[config.mk]
export PLATFORM = sky130hd
export DESIGN_NAME = borrow_skip_subtractor_seq
export DESIGN_NICKNAME = d
export VERILOG_FILES = /design/src/rtl/arith_seq_pkg.sv /design/src/rtl/borrow_skip_block.sv /design/src/rtl/borrow_skip_subtractor_seq.sv
export SDC_FILE = /design/constraint.sdc
export NUM_CORES = 1
export LEC_CHECK = 0
export CELL_PAD_IN_SITES_DETAIL_PLACEMENT = 1
export CELL_PAD_IN_SITES_GLOBAL_PLACEMENT = 1
export CORE_MARGIN = 2
export CORE_UTILIZATION = 30
export DETAILED_ROUTE_END_ITERATION = 12
export PLACE_DENSITY_LB_ADDON = 0.1
export SYNTH_ARGS = -nofsm -noshare
export SYNTH_HDL_FRONTEND = slang
export SYNTH_SLANG_ARGS = --single-unit
[constraint.sdc]
create_clock -name clk_i -period 4.28 [get_ports clk_i]
set_clock_uncertainty 0.05 [all_clocks]
set_input_delay 0.642 -clock clk_i [delete_from_list [all_inputs] [get_ports clk_i]]
set_output_delay 0.642 -clock clk_i [all_outputs]
set_load 0.05 [all_outputs]
[src/rtl/arith_seq_pkg.sv]
// Shared types and sizing helpers for the block-serial arithmetic units.
package arith_seq_pkg;

    typedef enum logic [1:0] {
        IDLE    = 2'd0,
        COMPUTE = 2'd1,
        DONE    = 2'd2
    } sub_state_t;

    function automatic int block_count(input int data_width, input int block_width);
        return data_width / block_width;
    endfunction

    // A single-block datapath still needs a 1-bit counter.
    function automatic int count_width(input int n_blocks);
        return (n_blocks > 1) ? $clog2(n_blocks) : 1;
    endfunction

endpackage

[src/rtl/borrow_skip_block.sv]
// One BLOCK_WIDTH slice of a subtractor: rippled borrow plus a skip path
// taken when every bit pair is equal, so the slice just passes borrow-in.
module borrow_skip_block #(
    parameter int BLOCK_WIDTH = 4
) (
    input  logic [BLOCK_WIDTH-1:0] a,
    input  logic [BLOCK_WIDTH-1:0] b,
    input  logic                   borrow_in,
    output logic [BLOCK_WIDTH-1:0] diff,
    output logic                   borrow_out
);

    logic [BLOCK_WIDTH:0] chain;
    logic                 propagate;

    // NOTE: every signal assigned in always_comb gets a default first, so no latch can be inferred.
    always_comb begin
        chain    = '0;
        diff     = '0;
        chain[0] = borrow_in;
        for (int j = 0; j < BLOCK_WIDTH; j++) begin
            diff[j]      = a[j] ^ b[j] ^ chain[j];
            chain[j + 1] = (~a[j] & b[j]) | (~(a[j] ^ b[j]) & chain[j]);
        end
    end

    assign propagate  = &(~(a ^ b));
    assign borrow_out = propagate ? borrow_in : chain[BLOCK_WIDTH];

endmodule

[src/rtl/borrow_skip_subtractor_seq.sv]
// Block-serial A - B - borrow_i: one borrow-skip slice per clock, start/valid
// handshake, result and flags held until the next operation overwrites them.
module borrow_skip_subtractor_seq
    import arith_seq_pkg::*;
#(
    parameter int DATA_WIDTH  = 32,
    parameter int BLOCK_WIDTH = 4
) (
    input  logic                  clk_i,
    input  logic                  rst_n_i,
    input  logic                  start_i,
    input  logic [DATA_WIDTH-1:0] operand_A_i,
    input  logic [DATA_WIDTH-1:0] operand_B_i,
    input  logic                  borrow_i,
    output logic [DATA_WIDTH-1:0] result_o,
    output logic                  borrow_o,
    output logic                  overflow_o,
    output logic                  busy_o,
    output logic                  valid_o
);

    localparam int N_BLOCKS = block_count(DATA_WIDTH, BLOCK_WIDTH);
    localparam int CNT_W    = count_width(N_BLOCKS);
    localparam logic [CNT_W-1:0] LAST_BLOCK = CNT_W'(N_BLOCKS - 1);

    sub_state_t             state;
    logic [DATA_WIDTH-1:0]  a_reg;
    logic [DATA_WIDTH-1:0]  b_reg;
    logic                   borrow_reg;
    logic [CNT_W-1:0]       cnt;

    logic [BLOCK_WIDTH-1:0] a_slice;
    logic [BLOCK_WIDTH-1:0] b_slice;
    logic [BLOCK_WIDTH-1:0] slice_diff;
    logic                   slice_borrow;
    logic                   last_block;

    assign a_slice    = a_reg[int'(cnt) * BLOCK_WIDTH +: BLOCK_WIDTH];
    assign b_slice    = b_reg[int'(cnt) * BLOCK_WIDTH +: BLOCK_WIDTH];
    assign last_block = (cnt == LAST_BLOCK);

    borrow_skip_block #(
        .BLOCK_WIDTH (BLOCK_WIDTH)
    ) u_block (
        .a          (a_slice),
        .b          (b_slice),
        .borrow_in  (borrow_reg),
        .diff       (slice_diff),
        .borrow_out (slice_borrow)
    );

    // NOTE: sequential state uses non-blocking assignments so every register samples pre-edge values.
    always_ff @(posedge clk_i or negedge rst_n_i) begin
        if (!rst_n_i) begin
            // NOTE: operand and result registers are cleared too, so an aborted operation leaves nothing behind.
            state      <= IDLE;
            a_reg      <= '0;
            b_reg      <= '0;
            borrow_reg <= 1'b0;
            cnt        <= '0;
            result_o   <= '0;
            borrow_o   <= 1'b0;
            overflow_o <= 1'b0;
            busy_o     <= 1'b0;
            valid_o    <= 1'b0;
        end else begin
            valid_o <= 1'b0;
            case (state)
                IDLE: begin
                    if (start_i) begin
                        a_reg      <= operand_A_i;
                        b_reg      <= operand_B_i;
                        borrow_reg <= borrow_i;
                        cnt        <= '0;
                        busy_o     <= 1'b1;
                        state      <= COMPUTE;
                    end
                end
                COMPUTE: begin
                    result_o[int'(cnt) * BLOCK_WIDTH +: BLOCK_WIDTH] <= slice_diff;
                    borrow_reg <= slice_borrow;
                    if (last_block) begin
                        // Signs of A and B differ and the result sign disagrees with A.
                        borrow_o   <= slice_borrow;
                        overflow_o <= (a_reg[DATA_WIDTH-1] != b_reg[DATA_WIDTH-1]) &&
                                      (slice_diff[BLOCK_WIDTH-1] != a_reg[DATA_WIDTH-1]);
                        valid_o    <= 1'b1;
                        state      <= DONE;
                    end else begin
                        cnt <= cnt + CNT_W'(1);
                    end
                end
                DONE: begin
                    busy_o <= 1'b0;
                    state  <= IDLE;
                end
                default: begin
                    busy_o <= 1'b0;
                    state  <= IDLE;
                end
            endcase
        end
    end

endmodule

==> flow_metrics.tcl <==
set metrics [dict create \
    outcome "completed" \
    async_reset_ff_share_pct 100.0 \
    insertion_delay_ns 0.35 \
    drc 0 \
    critPathMaxFanout 11 \
    tritoncts "yes" \
    core_area_mm2 0.01600 \
    io_pins 104 \
    pwr_density_cell_mw_per_mm2 873.5 \
    drtAntennaViolNets 0 \
    ir_drop_uv 397.4 \
    p_sw_share_pct 43.38 \
    yosys_warnings 0 \
    cts_sinks 106 \
    synthCells 482 \
    maxCapViolations 0 \
    worst_r2r_startpoint "cnt[0]" \
    intPower_w 0.003243 \
    arrival_ns 3.85 \
    rsz0062_at_grt "false" \
    ys.flop_type "dfrtp_1" \
    start_kind "register" \
    io_buffer_count 103 \
    ys_seq_area_share_pct 53.56 \
    setup_viol 0 \
    reg2reg_setup_slack_ns 0.61 \
    p_switching_w 0.002485 \
    clock_path_buffers 2 \
    synth_edf_count 0 \
    max_freq_mhz 272.6 \
    firstDrtPassIters 5 \
    grt_pass1_vias 4053 \
    place_hpwl_mm 9.423 \
    fin_nets 663 \
    hold_viol_final 0 \
    fin_crit_sh_pct 85.70 \
    ys_types 34 \
    postCtsResizedCells 0 \
    fin_setup_tns_ns 0 \
    area_growth_pct 32.42 \
    start_util_pct 30.95 \
    ctsHoldBuffers 0 \
    antenna_found_initial 0 \
    finalPower_w 0.005728 \
    tightest_slew_ns 1.046 \
    gp_congestion 0.7423 \
    cts_root_buf "clkbuf_16" \
    grtUsageTotal_pct 15.09 \
    r2r_cells 11 \
    min_path_type "in -> async" \
    syn_nets 565 \
    grt_max_degree 82 \
    cts.clk_slew.worst_paths_ns 0.07 \
    pwr-share-clk_pct 16.9 \
    drive_gt1_share_pct 12.65 \
    critPathKind "reg -> reg" \
    min_period_ns 3.668 \
    die_w_um 132.5 \
    fp-row-count 46 \
    synth.avg_cell_area_um2 10.27 \
    antenna_cells 0 \
    cts_setup_buffers 0 \
    dieHeight_um 132.5 \
    critPathLaunch "cnt[0]" \
    grt_overflow_total 0 \
    power_leakage_nw 3.132 \
    reg2reg_to "overflow_o" \
    layout_commonest_cell "nand2_1" \
    dieArea_mm2 0.01755 \
    cp-end-kind "register" \
    finalWirelength_mm 12.56 \
    grt_pass1_wl_mm 20.86 \
    worstPathRequired_ns 4.46 \
    wl_per_cell_um 15.68 \
    layout_common_cells "204 x nand2_1, 106 x dfrtp_1, 102 x clkdlybuf4s50_1" \
    htree_levels 3 \
    routed-via-count 3688 \
    drt-initial-drc-count 145 \
    crit_path_end "overflow_o" \
    synth_seq_cells 106 \
    max_slew_margin_pct 30.30 \
    viasPerCell 4.604 \
    power_frac_seq_pct 29.8 \
    synth_area_mm2 0.004952 \
    cts_buffers 9 \
    p_comb_share_pct 53.2 \
    finalMaxSlewViolations 0 \
]
[cells by family after synthesis]
group | share of synthesized area, %
and+or+nand+nor | 20.62
AOI/OAI and AO/OA | 3.537
DFF | 53.56
adders and majority gates | 4.396
muxes | 14.96
buffers and inverters | 2.931
[final cells by class]
| class | instances | area [um2] |
|---|---|---|
| Fill cell | 1817 | 9443 |
| Clock buffer | 11 | 252.7 |
| Timing Repair Buffer | 109 | 1074 |
| Sequential cell | 106 | 2653 |
| Multi-Input combinational cell | 341 | 2160 |
| Tap cell | 216 | 270.3 |
| Clock inverter | 5 | 100.1 |
| Inverter | 13 | 48.80 |
[worst max-delay path, cell delays in order (launching register included)]
cell and delay, ns:
dfrtp_1 0.67, mux4_2 0.56, mux2i_1 0.22, fa_1 0.21, inv_1 0.05, fa_1 0.37
fa_1 0.37, inv_1 0.08, fa_1 0.55, nor2b_1 0.20, a21oi_1 0.13, o21ai_0 0.08
[metrics by stage]
stage          cells  cell area, um2  setup WS [ns]  hold slack, ns  utilization [%]
6_report         801            6558         0.6121          0.4178            40.98
5_1_grt          801            6558         0.2881          0.4495            40.98
4_1_cts          801            6558         0.5456          0.4263            40.98
3_5_place_dp     785            6205         0.5537          0.4094            38.78
3_3_place_gp     785            6205         0.6484          0.4029            38.78
2_1_floorplan    482            4952         0.7166          0.2964                -
[worst min-delay path by stage]
stage / from / slack [ns] / end
4_1_cts: b_reg[27] / 0.43 / b_reg[27]
6_report: rst_n_i / 0.42 / result_o[24]
2_1_floorplan: rst_n_i / 0.30 / a_reg[0]
3_3_place_gp: b_reg[27] / 0.40 / b_reg[27]
3_5_place_dp: b_reg[27] / 0.41 / b_reg[27]
5_1_grt: a_reg[19] / 0.45 / a_reg[19]
[cell usage after synthesis (2+ instances only)]
cell | instances | area [um2]
inv_1 | 13 | 48.80
nor3_1 | 4 | 20.02
nor2_1 | 16 | 60.06
buf_2 | 5 | 25.02
or4b_1 | 3 | 30.03
o22ai_1 | 4 | 25.02
or3b_2 | 3 | 26.28
mux2_2 | 37 | 416.7
mux4_2 | 7 | 157.7
nand2b_1 | 2 | 12.51
a221o_1 | 4 | 40.04
nor3b_1 | 3 | 22.52
a22o_1 | 2 | 17.52
nand3b_1 | 2 | 15.01
a221oi_1 | 4 | 35.03
o21ai_0 | 7 | 35.03
ha_1 | 11 | 137.6
nand2_1 | 204 | 765.7
fa_1 | 4 | 80.08
dfrtp_1 | 106 | 2653
mux2i_1 | 14 | 140.1
clkbuf_1 | 15 | 56.30
[power by group through the flow]
stage          sequential, W  combinational (W)  clock, W
2_1_floorplan        0.00202            0.00175         0
3_3_place_gp         0.00172            0.00304         0
3_5_place_dp         0.00174            0.00311         0
4_1_cts              0.00172            0.00313  0.000996
5_1_grt              0.00178            0.00339   0.00103
6_report             0.00171            0.00305  0.000970
[routing by layer]
metal	GRT usage, %	wire length, um
met3	2.644	410
met4	5.556	207
met5	0	0
met2	26.51	6467
met1	18.57	5474
No activity file was read; power rests on OpenSTA's default activity.
